[src/rtl/manchester_frame_decoder_pkg.sv]
// Shared types and constants for the Manchester frame decoder slice.
package manchester_frame_decoder_pkg;

  localparam int FRAME_BITS_DEF = 44;
  localparam int CNT_W_DEF      = 6;

  // Wiegand-26 layout inside frame_data[25:0]
  localparam int W26_FAC_LSB  = 17;  // facility code, 8 bits
  localparam int W26_CARD_LSB = 1;   // card number, 16 bits
  localparam int W26_SPLIT    = 13;  // bit25 covers [24:13] even, bit0 covers [12:1] odd

  localparam logic [1:0] ERR_PAIR  = 2'b01;
  localparam logic [1:0] ERR_SHORT = 2'b10;

  typedef enum logic {
    HALF0 = 1'b0,   // awaiting first half of a pair
    HALF1 = 1'b1    // awaiting second half of a pair
  } state_t;

  // Datapath action chosen by the FSM for the current cycle
  typedef enum logic [2:0] {
    ACT_NONE,
    ACT_HALF0,      // capture first half-bit
    ACT_SHIFT,      // valid pair, frame not yet complete
    ACT_FRAME,      // valid pair completing the frame
    ACT_SLIP,       // invalid first pair absorbed as a one-half-bit realignment
    ACT_PAIR_ERR,   // invalid pair, abort frame
    ACT_DONE        // upstream stream end
  } act_t;

endpackage

[src/rtl/manchester_frame_decoder_if.sv]
// Half-bit stream in, decoded frame and status out.
interface manchester_frame_decoder_if
  import manchester_frame_decoder_pkg::*;
#(
  parameter int FRAME_BITS = FRAME_BITS_DEF
);
  logic                  bit_in;
  logic                  bit_toggle;
  logic                  stream_done;
  logic [FRAME_BITS-1:0] frame_data;
  logic                  frame_valid;
  logic [7:0]            facility;
  logic [15:0]           card_num;
  logic                  parity_ok;
  logic                  frame_err;
  logic [1:0]            err_code;
  logic [7:0]            frame_cnt;

  // Upstream slicer / consumer side
  modport master (
    output bit_in, bit_toggle, stream_done,
    input  frame_data, frame_valid, facility, card_num, parity_ok,
           frame_err, err_code, frame_cnt
  );

  // Decoder side
  modport slave (
    input  bit_in, bit_toggle, stream_done,
    output frame_data, frame_valid, facility, card_num, parity_ok,
           frame_err, err_code, frame_cnt
  );
endinterface

[src/rtl/manchester_frame_decoder_wiegand26_check.sv]
// Combinational Wiegand-26 field extraction and parity check.
module wiegand26_check
  import manchester_frame_decoder_pkg::*;
(
  input  logic [25:0] i_w26,
  output logic [7:0]  o_facility,
  output logic [15:0] o_card_num,
  output logic        o_parity_ok
);

  assign o_facility  = i_w26[W26_FAC_LSB  +: 8];
  assign o_card_num  = i_w26[W26_CARD_LSB +: 16];
  // Leading bit makes the upper half even, trailing bit makes the lower half odd
  assign o_parity_ok = ~(^i_w26[25:W26_SPLIT]) & (^i_w26[W26_SPLIT-1:0]);

endmodule

[src/rtl/manchester_frame_decoder.sv]
// Pairs half-bits into Manchester data bits, assembles MSB-first frames,
// and reports Wiegand-26 fields plus framing errors.
module manchester_frame_decoder
  import manchester_frame_decoder_pkg::*;
#(
  parameter int FRAME_BITS = FRAME_BITS_DEF,
  parameter int CNT_W      = CNT_W_DEF
)(
  input  logic                         sqwv,
  input  logic                         rst_n,
  manchester_frame_decoder_if.slave    dec
);

  state_t                r_state, w_state_nxt;
  act_t                  w_act;
  logic                  r_prev_toggle, r_prev_done;
  logic                  r_h0, r_slip_used;
  logic [FRAME_BITS-2:0] r_shreg;
  logic [CNT_W-1:0]      r_bit_cnt;
  logic [FRAME_BITS-1:0] r_frame_data;
  logic                  r_frame_valid, r_frame_err;
  logic [1:0]            r_err_code;
  logic [7:0]            r_frame_cnt;

  logic w_evt, w_done_rise, w_pair_ok, w_last;

  assign w_evt       = dec.bit_toggle ^ r_prev_toggle;
  assign w_done_rise = dec.stream_done & ~r_prev_done;
  assign w_pair_ok   = r_h0 ^ dec.bit_in;                 // 10 or 01
  assign w_last      = (r_bit_cnt == CNT_W'(FRAME_BITS - 1));

  // State register
  always_ff @(posedge sqwv or negedge rst_n) begin
    if (!rst_n) r_state <= HALF0;
    else        r_state <= w_state_nxt;
  end

  // Next state and datapath action; stream end overrides a same-cycle half-bit
  always_comb begin
    // NOTE: defaults first so every path assigns every output and no latch is inferred.
    w_state_nxt = r_state;
    w_act       = ACT_NONE;
    if (w_done_rise) begin
      w_act       = ACT_DONE;
      w_state_nxt = HALF0;
    end else if (w_evt) begin
      if (r_state == HALF0) begin
        w_act       = ACT_HALF0;
        w_state_nxt = HALF1;
      end else if (w_pair_ok) begin
        w_act       = w_last ? ACT_FRAME : ACT_SHIFT;
        w_state_nxt = HALF0;
      end else if (r_bit_cnt == '0 && !r_slip_used) begin
        w_act       = ACT_SLIP;
        w_state_nxt = HALF1;
      end else begin
        w_act       = ACT_PAIR_ERR;
        w_state_nxt = HALF0;
      end
    end
  end

  // Edge detectors, shift register, counters and registered status outputs
  always_ff @(posedge sqwv or negedge rst_n) begin
    if (!rst_n) begin
      r_prev_toggle <= 1'b0;
      r_prev_done   <= 1'b0;
      r_h0          <= 1'b0;
      r_slip_used   <= 1'b0;
      r_shreg       <= '0;
      r_bit_cnt     <= '0;
      r_frame_data  <= '0;
      r_frame_valid <= 1'b0;
      r_frame_err   <= 1'b0;
      r_err_code    <= 2'b00;
      r_frame_cnt   <= 8'd0;
    end else begin
      // NOTE: non-blocking so every register here sees pre-edge values of the others.
      r_prev_toggle <= dec.bit_toggle;
      r_prev_done   <= dec.stream_done;
      r_frame_valid <= 1'b0;
      r_frame_err   <= 1'b0;
      case (w_act)
        ACT_HALF0: r_h0 <= dec.bit_in;
        ACT_SLIP: begin
          r_h0        <= dec.bit_in;
          r_slip_used <= 1'b1;
        end
        ACT_SHIFT: begin
          r_shreg   <= {r_shreg[FRAME_BITS-3:0], r_h0};
          r_bit_cnt <= r_bit_cnt + 1'b1;
        end
        ACT_FRAME: begin
          r_frame_data  <= {r_shreg, r_h0};
          r_frame_valid <= 1'b1;
          r_frame_cnt   <= r_frame_cnt + 8'd1;
          r_shreg       <= '0;
          r_bit_cnt     <= '0;
          r_slip_used   <= 1'b0;
        end
        ACT_PAIR_ERR: begin
          r_frame_err <= 1'b1;
          r_err_code  <= ERR_PAIR;
          r_shreg     <= '0;
          r_bit_cnt   <= '0;
          r_slip_used <= 1'b0;
        end
        ACT_DONE: begin
          if (r_bit_cnt != '0 || r_state == HALF1) begin
            r_frame_err <= 1'b1;
            r_err_code  <= ERR_SHORT;
          end
          r_shreg     <= '0;
          r_bit_cnt   <= '0;
          r_slip_used <= 1'b0;
        end
        default: ;
      endcase
    end
  end

  wiegand26_check u_w26 (
    .i_w26       (r_frame_data[25:0]),
    .o_facility  (dec.facility),
    .o_card_num  (dec.card_num),
    .o_parity_ok (dec.parity_ok)
  );

  assign dec.frame_data  = r_frame_data;
  assign dec.frame_valid = r_frame_valid;
  assign dec.frame_err   = r_frame_err;
  assign dec.err_code    = r_err_code;
  assign dec.frame_cnt   = r_frame_cnt;

endmodule

[src/flat_wrapper.sv]
// flat-port wrapper written by rule: the top's interface ports become plain ports
module manchester_frame_decoder_flat import manchester_frame_decoder_pkg::*;
#(
  parameter int FRAME_BITS = FRAME_BITS_DEF,
  parameter int CNT_W      = CNT_W_DEF
)
  (sqwv, rst_n, dec_bit_in, dec_bit_toggle, dec_stream_done, dec_frame_data, dec_frame_valid, dec_facility, dec_card_num, dec_parity_ok, dec_frame_err, dec_err_code, dec_frame_cnt);
  manchester_frame_decoder_if #(.FRAME_BITS(FRAME_BITS)) dec_i ();
  input  logic sqwv;
  input  logic rst_n;
  input wire logic [$bits(dec_i.bit_in)-1:0] dec_bit_in;
  input wire logic [$bits(dec_i.bit_toggle)-1:0] dec_bit_toggle;
  input wire logic [$bits(dec_i.stream_done)-1:0] dec_stream_done;
  output wire logic [$bits(dec_i.frame_data)-1:0] dec_frame_data;
  output wire logic [$bits(dec_i.frame_valid)-1:0] dec_frame_valid;
  output wire logic [$bits(dec_i.facility)-1:0] dec_facility;
  output wire logic [$bits(dec_i.card_num)-1:0] dec_card_num;
  output wire logic [$bits(dec_i.parity_ok)-1:0] dec_parity_ok;
  output wire logic [$bits(dec_i.frame_err)-1:0] dec_frame_err;
  output wire logic [$bits(dec_i.err_code)-1:0] dec_err_code;
  output wire logic [$bits(dec_i.frame_cnt)-1:0] dec_frame_cnt;
  assign dec_i.bit_in = dec_bit_in;
  assign dec_i.bit_toggle = dec_bit_toggle;
  assign dec_i.stream_done = dec_stream_done;
  assign dec_frame_data = dec_i.frame_data;
  assign dec_frame_valid = dec_i.frame_valid;
  assign dec_facility = dec_i.facility;
  assign dec_card_num = dec_i.card_num;
  assign dec_parity_ok = dec_i.parity_ok;
  assign dec_frame_err = dec_i.frame_err;
  assign dec_err_code = dec_i.err_code;
  assign dec_frame_cnt = dec_i.frame_cnt;
  manchester_frame_decoder #(.FRAME_BITS(FRAME_BITS), .CNT_W(CNT_W)) u_core (.sqwv(sqwv), .rst_n(rst_n), .dec(dec_i));
endmodule
[config.mk]
export PLATFORM = sky130hd
export DESIGN_NAME = manchester_frame_decoder_flat
export DESIGN_NICKNAME = d
export VERILOG_FILES = /design/src/rtl/manchester_frame_decoder_pkg.sv /design/src/rtl/manchester_frame_decoder_if.sv /design/src/rtl/manchester_frame_decoder_wiegand26_check.sv /design/src/rtl/manchester_frame_decoder.sv /design/src/flat_wrapper.sv
export SDC_FILE = /design/constraint.sdc
export NUM_CORES = 1
export LEC_CHECK = 0
export BUFFER_PORTS_ARGS = -buffer_cell sky130_fd_sc_hd__buf_2
export CAP_MARGIN = 20
export CORE_AREA = 2 2 143 145
export DETAILED_ROUTE_END_ITERATION = 7
export DIE_AREA = 0 0 145 147
export PLACE_DENSITY = 0.49
export SLEW_MARGIN = 15
export SYNTH_ARGS = -nofsm -noshare
export SYNTH_HDL_FRONTEND = slang
export SYNTH_HIERARCHICAL = 1
export SYNTH_SLANG_ARGS = --single-unit
export TNS_END_PERCENT = 10
[constraint.sdc]
create_clock -name sqwv -period 3.52 [get_ports sqwv]
set_input_delay 0.704 -clock sqwv [delete_from_list [all_inputs] [get_ports sqwv]]
set_output_delay 0.704 -clock sqwv [all_outputs]
set_load 0.01 [all_outputs]
## Word level (Yosys, flattened, before mapping)

Index checks and enable logic that the tools add are counted.

| storage, ports and cells | value |
|---|---|
| input bits | 5 |
| flip-flop bits (word level) | 110 |
| output and inout port bits | 81 |

| cells by class | value |
|---|---|
| equal/unequal tests | 8 |
| bitwise operators | 6 |
| muxes and demuxes | 19 |
| reductions and logical operators | 14 |
| add/subtract/negate cells | 2 |

Operator list:

| cell | number |
|---|---|
| 43-bit case mux with 2 select lines | 1 |
| 13-bit parity | 2 |
| 3-bit two-way mux | 4 |
| 6-bit case mux with 2 select lines | 1 |
| 3-bit == test (second input constant) | 3 |
| 1-bit two-way mux | 9 |
| 8-bit by 1-bit adder with 8-bit output (second input constant) | 1 |
| 2-bit nonzero test | 4 |
| 6-bit by 1-bit adder with 6-bit output (second input constant) | 1 |
| 3-bit by 2-bit == test with 1-bit output (second input constant) | 2 |
| 6-bit == test (second input constant) | 1 |
| 6-bit logical NOT | 1 |
| 6-bit nonzero test | 1 |
| 1-bit case mux with 2 select lines | 2 |
| 2-bit case mux with 2 select lines | 1 |
| 3-bit by 1-bit == test with 1-bit output (second input constant) | 1 |
| 3-bit OR reduction | 1 |
| 1-bit bitwise AND | 2 |
| 2-bit two-way mux | 1 |
| 2-bit by 1-bit != test with 1-bit output (second input constant) | 1 |
| 1-bit inverter | 2 |
| 2-bit AND reduction | 1 |
| 2-bit OR reduction | 1 |
| 1-bit bitwise XOR | 2 |
| other kinds (3) | 3 |

## Depth between registers and ports, before layout

Gate-level depths: netlist of run 1.

| logic depth | value |
|---|---|
| depth in word-level cells | 10 |
| gate-level depth with buffers | 7 |

## Hierarchy

The synthesis of run 1 kept the hierarchy.

By module, submodules not included:

| module | times used | cells an instance | sequential area each (sq um) | area each (sq um) |
|---|---|---|---|---|
| manchester_frame_decoder | 1 | 289 | 2,752.6 | 4,425.5 |
| wiegand26_check | 1 | 43 | 0.0 | 425.4 |

## Worst setup path before layout of run 1

Ideal clock, no wire load.

| timing path | value |
|---|---|
| path type | reg2out |
| from | register u_core.r_frame_data[23], in the netlist u_core/dec.frame_data[23] |
| to | output port dec_parity_ok |
| arrival | 1,349 ps |
| buffers on the path | 0 |
| data required time | 2,816 ps |
| stages on the path, launching flop included | 5 |
| slack | 1,467 ps |
| cells stage by stage | dfrtp_1 -> xnor3_1 -> xnor3_2 -> xnor2_1 -> nor2_1 |

| between the ends | value |
|---|---|
| cells in the longest elaborated chain, start to end | 3 |

RTL lines:

| item | line | source |
|---|---|---|
| from (decl) | manchester_frame_decoder.sv:20 | `logic [FRAME_BITS-1:0] r_frame_data;` |
| from (signal assigned) | manchester_frame_decoder.sv:94 | `r_frame_data <= {r_shreg, r_h0};` |
| 13-bit parity | manchester_frame_decoder_wiegand26_check.sv:14 | `assign o_parity_ok = ~(^i_w26[25:W26_SPLIT]) & (^i_w26[W26_SPLIT-1:0]);` |
| 1-bit inverter | manchester_frame_decoder_wiegand26_check.sv:14 |  |
| 1-bit bitwise AND | manchester_frame_decoder_wiegand26_check.sv:14 |  |
| to (decl) | flat_wrapper.sv:18 | `output wire logic [$bits(dec_i.parity_ok)-1:0] dec_parity_ok;` |

No other way between the ends.

## Final worst setup path of run 1

| timing path | value |
|---|---|
| from | register u_core.r_frame_data[5], in the netlist u_core/dec.frame_data[5] |
| to | output port dec_parity_ok |

| between the ends | value |
|---|---|
| cells in the longest elaborated chain, start to end | 2 |

RTL lines:

| item | line |
|---|---|
| 13-bit parity | manchester_frame_decoder_wiegand26_check.sv:14 |
| 1-bit bitwise AND | manchester_frame_decoder_wiegand26_check.sv:14 |

No other way between the ends.

==> metrics.cfg, run 1 <==
[detailed_routing]
ant_nets=0
dr_wl_met2_um=4280
drt_first_iter_violations=127
drt-pass1-iter-count=4
avgRoutedWirePerCell_um=14.1
drcViolationCount=0
viasPerCell=4.14
top_layer_used=met4
num_vias=2773
met3_length_um=422
met1Wirelength_um=4550
totalWireLength_um=9440

[cts]
cts_tree=yes
holdBufCountCts=0
cts_resized=0
post_cts_buffers=0
clock-sinks=110
h-tree-depth=3
clock_path_buffers=2
insertion_delay_ns=0.35
path_clk_slew_ns=0.07
numCtsBuffers=9
clockRootBuffer=clkbuf_16

[critical_path]
rrSetupSlack_ns=1.16
cp.required_ns=2.82
cp_max_fo=4
critPathLaunchType=flip-flop
r2r-start=u_core/r_bit_cnt[0]
arrival_ns=1.86
path_class=flip-flop to output pin
worstSetupEndpointType=output pin
reg2reg_depth=6
r2r-end=u_core/r_shreg[34]

[layout]
drive_gt1_share_pct=40.1
finalNonFillerCells=669
fillers=1996
area.growth.synth_to_final_pct=16.9
nets=402
n_antenna_cell=0
register_area_um2=2750
multiInputGateArea_um2=1770

[sta]
period_needed_ns=2.56
tightest_slew_ns=0.801
skew_ns=0.00856
max-slew-margin-rel_pct=46.6
hold_viol=0
setup_viol=0
fin_ws_ns=0.957
grt_setup_unrepaired=false
period_share_pct=72.8
drv_slew=0
fmaxAchievable_mhz=390
fin_tns_setup_ns=0

[run]
maxCapViolations=0

[run_status]
status=complete, no violations

[synth]
synth_edf_count=0
synth_seq_cells=110
synth.most_common_cell=dfrtp_1
synth_area_leaders=dfrtp_1, mux2_4, a22o_1
syn_avg_cell_area_um2=14.6
yosys_warnings=6
netlist_top_cells_count=dfrtp_1, a22o_1, mux2_4, buf_4, mux2_2
synth_top_area_share_pct=56.7
ys_types=43
synthCells=332
synth_ff_type=dfrtp_1
seq_area_frac_synth_pct=56.7
syn_area_um2=4850
yosysTopAreaCell=dfrtp_1
syn-num-nets=340
postSynth.asyncResetShare_pct=100

[global_routing]
overflow=0
grt_first_pass_wirelength_um=15600
antenna_found_initial=0
grtUsageTotal_pct=9.17
grt_max_degree=62
grt_pass1_vias=2809

[pwr]
p_per_area_nw_per_um2=494
p_leak_nw=2.95
max-vdd-ir-drop_mv=0.247

[placed_design]
io_buffers=85
place.gp.congestion=0.668
post-place-ws_ns=0.949
dp_hpwl_um=6460
dp_cells=653

[die]
start_util_pct=24.4
dieArea_um2=21300
fp.dieW_um=145
rows=52
die_h_um=147
io_pins=86
coreArea_um2=19800

[min_path]
min_path_type=input port to async pin

==> per-layer routing <==
layer,global-route usage (%),up-vias
li1,-,1299
met1,12.3,1392
met2,14.0,66
met3,2.48,16
met4,3.96,0
met5,0,-
==> cell type report <==
cell class | instances | area share (%)
sequential | 110 | 48.5
multi-input combinational | 179 | 31.3
timing repair buffer | 90 | 8.65
tap | 270 | 5.96
clock buffer | 11 | 4.28
clock inverter | 5 | 1.04
inverter | 4 | 0.265
==> flip-flops by register name, indices dropped and copies added (netlist names) <==
register	flops
u_core/dec.frame_data	44
u_core/r_shreg	43
u_core/dec.frame_cnt	8
u_core/r_bit_cnt	6
u_core/dec.err_code	2
u_core/dec.frame_err	1
u_core/dec.frame_valid	1
u_core/r_h0	1
u_core/r_prev_done	1
u_core/r_prev_toggle	1
u_core/r_slip_used	1
u_core/r_state	1
==> layout by cell type (no fill, tap or decap), types with 4 or more instances in the layout <==
cell / count
dfrtp_1: 110
buf_2: 84
a22o_1: 45
mux2_4: 28
mux2_2: 19
xnor2_1: 13
clkbuf_16: 9
xor2_1: 9
nand3_1: 7
nand2_1: 7
nor2_1: 5
xnor3_1: 5
buf_4: 4
inv_1: 4
nor3_1: 4
==> through the flow <==
stage	util (%)	cell area [um^2]	hold slack (ns)	power [mW]
2_1_floorplan	-	4850	0.408	1.66
3_3_place_gp	27.1	5370	0.454	1.80
3_5_place_dp	27.1	5370	0.474	1.81
4_1_cts	28.6	5670	0.463	2.86
5_1_grt	28.6	5670	0.476	2.96
6_report	28.6	5670	0.430	2.80
==> worst max-delay path by stage <==
stage,from,end,slack (ns),depth (start not counted)
after floorplan,u_core/dec.frame_data[23],dec_parity_ok,1.47,4
after global placement,dec_bit_toggle,u_core/dec.frame_data[43],0.99,6
after detailed placement,dec_bit_toggle,u_core/dec.frame_cnt[1],0.95,6
after CTS,u_core/dec.frame_data[5],dec_parity_ok,0.91,5
after global routing,u_core/dec.frame_data[5],dec_parity_ok,0.83,5
final,u_core/dec.frame_data[5],dec_parity_ok,0.96,5
==> cells by family (layout without fill, tap and decap cells) <==
logic type / count (synthesis) / after routing / synth area share, %
buf+inv: 43 / 110 / 7.09
mux: 47 / 47 / 13.1
compound gates: 60 / 60 / 10.4
simple gates: 40 / 40 / 4.82
fa+ha+maj: 3 / 3 / 0.774
flops: 110 / 110 / 56.7
xor+xnor: 29 / 29 / 7.12
==> power by group <==
group	leakage (nW)	total, mW	switching [mW]	internal, mW
clock	0.142	1.03	0.457	0.572
combinational	1.29	0.401	0.267	0.134
sequential	1.52	1.37	0.0516	1.32
==> worst max-delay path, cell delays in order (launching register included) <==
cell and delay [ns]:
dfrtp_1 0.43, xnor2_1 0.18, xnor3_1 0.47, xnor2_1 0.24
nor2_1 0.06, buf_2 0.14
Note: power is estimated with default switching activity, not from simulation.
==> run 2: changes to the inputs <==
Settings changed: ABC_AREA from default to 1, CORE_AREA 2 2 143 145 to 2 2 153 155, DIE_AREA 0 0 145 147 to 0 0 155 157.
Clock period 3.52 ns to 2.3 ns, I/O delays scaled along.
==> run 2 against run 1 <==
  * Sequential power rose by 67%
  * Largest power group unchanged
  * Sequential cell count did not move
  * Clock skew increased by 0.0020 ns
  * Largest cell class unchanged
  * Synthesized cell count up 120%
  * Via count grew 66%
  * First-iteration DRC count increased by 110%
  * Area after synthesis up 15%
  * Critical path depth grew 4
==> metrics.cfg, run 2 <==
[placed_design]
place.gp.congestion=0.743
dp_hpwl_um=8630
io_buffers=85
dp_cells=1036

[global_routing]
overflow=0
grt_first_pass_wirelength_um=22200
grt_pass1_vias=4233
grtUsageTotal_pct=11.2
grt_max_degree=56
antenna_found_initial=0

[pwr]
p_per_area_nw_per_um2=805
p_total_mw=5.19
p_leak_nw=3.66
internal_power_mw=3.44
power_frac_clock_pct=31.8
power_switching_mw=1.76
switching_share_pct=33.8
combPwrFrac_pct=24.0
power_frac_seq_pct=44.2
max-vdd-ir-drop_mv=0.488

[critical_path]
slowest_stage=dfrtp_2
worstSetupEndpointType=output pin
cp_common_cell=nand2_1
cp.required_ns=1.84
arrival_ns=1.67
rrSetupSlack_ns=0.25
crit_buf_inv=1
cp_max_fo=6
slowest_delay_ns=0.45
cp_top_family=simple AND/OR/NAND/NOR gates
cp_cell_sequence=or2_1, nand2_1, nand2_1, nand3b_1, nand2_1, nand2_1, nand2_1, nor2_2, buf_2
path_class=flip-flop to output pin
reg2reg_depth=11
critPathLaunchType=flip-flop
r2r-start=u_core/r_bit_cnt[0]
r2r-end=u_core/dec.frame_data[26]

[die]
fp.dieW_um=155
io_pins=86
rows=55
start_util_pct=24.7
coreArea_um2=22500
die_h_um=157
dieArea_um2=24300

[detailed_routing]
drt_first_iter_violations=265
drcViolationCount=0
num_vias=4604
ant_nets=0
avgRoutedWirePerCell_um=12.5
viasPerCell=4.38
totalWireLength_um=13200
drt-pass1-iter-count=4

[synth]
synth.most_common_cell=nand2_1
seq_area_frac_synth_pct=49.5
synth_top_family_by_area=simple AND/OR/NAND/NOR gates
synth-adder-area-share_pct=0.674
synthCells=714
synth_seq_cells=110
synth_ff_type=dfrtp_1
yosys.area_share.simple_pct=36.0
synth_area_leaders=dfrtp_1, nand2_1, nand4_1
synth-compound-area-share_pct=1.26
ys_types=27
synth_edf_count=0
netlist_top_cells_count=nand2_1, dfrtp_1, nand3_1, nand4_1, inv_1
synth_xor_area_share_pct=2.36
yosysTopAreaCell=dfrtp_1
syn_avg_cell_area_um2=7.79
syn-num-nets=722
postSynth.asyncResetShare_pct=100
syn_area_um2=5570
synth_top_area_share_pct=49.5
yosys_warnings=6
muxShareOfSynthArea_pct=0

[sta]
tightest_slew_ns=0.561
drv_slew=0
max-slew-margin-rel_pct=62.6
fin_tns_setup_ns=0
period_needed_ns=2.13
period_share_pct=92.4
skew_ns=0.0105
grt_setup_unrepaired=false
setup_viol=0
hold_viol=0
fmaxAchievable_mhz=470

[cts]
insertion_delay_ns=0.36
h-tree-depth=3
clockRootBuffer=clkbuf_16
clock_path_buffers=2
clock-sinks=110
numCtsBuffers=9
path_clk_slew_ns=0.07
cts_tree=yes

[layout]
n_antenna_cell=0
postLayoutCoreUtil_pct=28.7
drive_gt1_share_pct=16.7
mostFrequentLayoutCells=nand2_1, dfrtp_1, buf_2
final_common_cell=nand2_1
largest_reg_flops=44
finalNonFillerCells=1052
fillers=2417
area.growth.synth_to_final_pct=16.0
nets=770

[min_path]
min_path_type=input port to async pin

[run_status]
status=complete, no violations

[run]
maxCapViolations=0

run 2: worst max path at each step:
stage                              startpoint                        end  slack [ns]  cells after the start
global placement               dec_bit_toggle  u_core/dec.frame_data[43]        0.12                     10
CTS                 u_core/dec.frame_data[11]              dec_parity_ok        0.09                      9
global route        u_core/dec.frame_data[11]              dec_parity_ok       0.006                      9
detailed placement             dec_bit_toggle  u_core/dec.frame_data[41]        0.10                     10
finish              u_core/dec.frame_data[11]              dec_parity_ok        0.17                      9
floorplan                      dec_bit_toggle         u_core/r_shreg[32]        0.67                      8
run 2: timing repair:
action | in CTS | in global routing
endpoints found under the setup margin | 0 | 42
resized for setup | 0 | 7
hold endpoints to repair | 0 | 0
buffers inserted | 0 | 0
hold buffers | 0 | 0
run 2: layout make-up:
| type | count | area, um^2 | share of cell area, % |
|---|---|---|---|
| Timing Repair Buffer | 96 | 586 | 9.07 |
| Multi-Input combinational cell | 496 | 2250 | 34.9 |
| Sequential cell | 110 | 2760 | 42.7 |
| Clock buffer | 10 | 239 | 3.70 |
| Inverter | 49 | 186 | 2.89 |
| Clock inverter | 6 | 73.8 | 1.14 |
| Tap cell | 285 | 357 | 5.53 |
run 2: metal layers:
layer	vias up	wire, um	GRT usage (%)
met3	14	448	1.73
met5	-	0	0
met4	0	191	3.97
li1	2349	-	-
met1	2154	6830	16.4
met2	87	5690	16.6
run 2: power groups by stage:
stage	logic, mW	registers, mW	clock network, mW
final	1.25	2.29	1.65
after CTS	1.28	2.30	1.72
after global placement	1.26	2.33	0
after global routing	1.43	2.33	1.80
after detailed placement	1.27	2.33	0
after floorplan	0.816	2.35	0
run 2: stage by stage:
| step | worst slack (ns) | cell area [um^2] | hold WS (ns) |
|---|---|---|---|
| after global placement | 0.125 | 6130 | 0.454 |
| after detailed placement | 0.104 | 6130 | 0.457 |
| after global routing | 0.00556 | 6450 | 0.122 |
| after CTS | 0.0887 | 6440 | 0.103 |
| final | 0.174 | 6450 | 0.0850 |
| after floorplan | 0.667 | 5570 | 0.164 |
run 2: logic make-up (layout without fill, tap and decap cells):
family	after synthesis	in the layout
adders and majority gates	3	3
DFF	110	110
AOI/OAI and AO/OA	12	12
buffers and inverters	108	161
and+or+nand+nor	466	466
xor gates and xnor gates	15	15
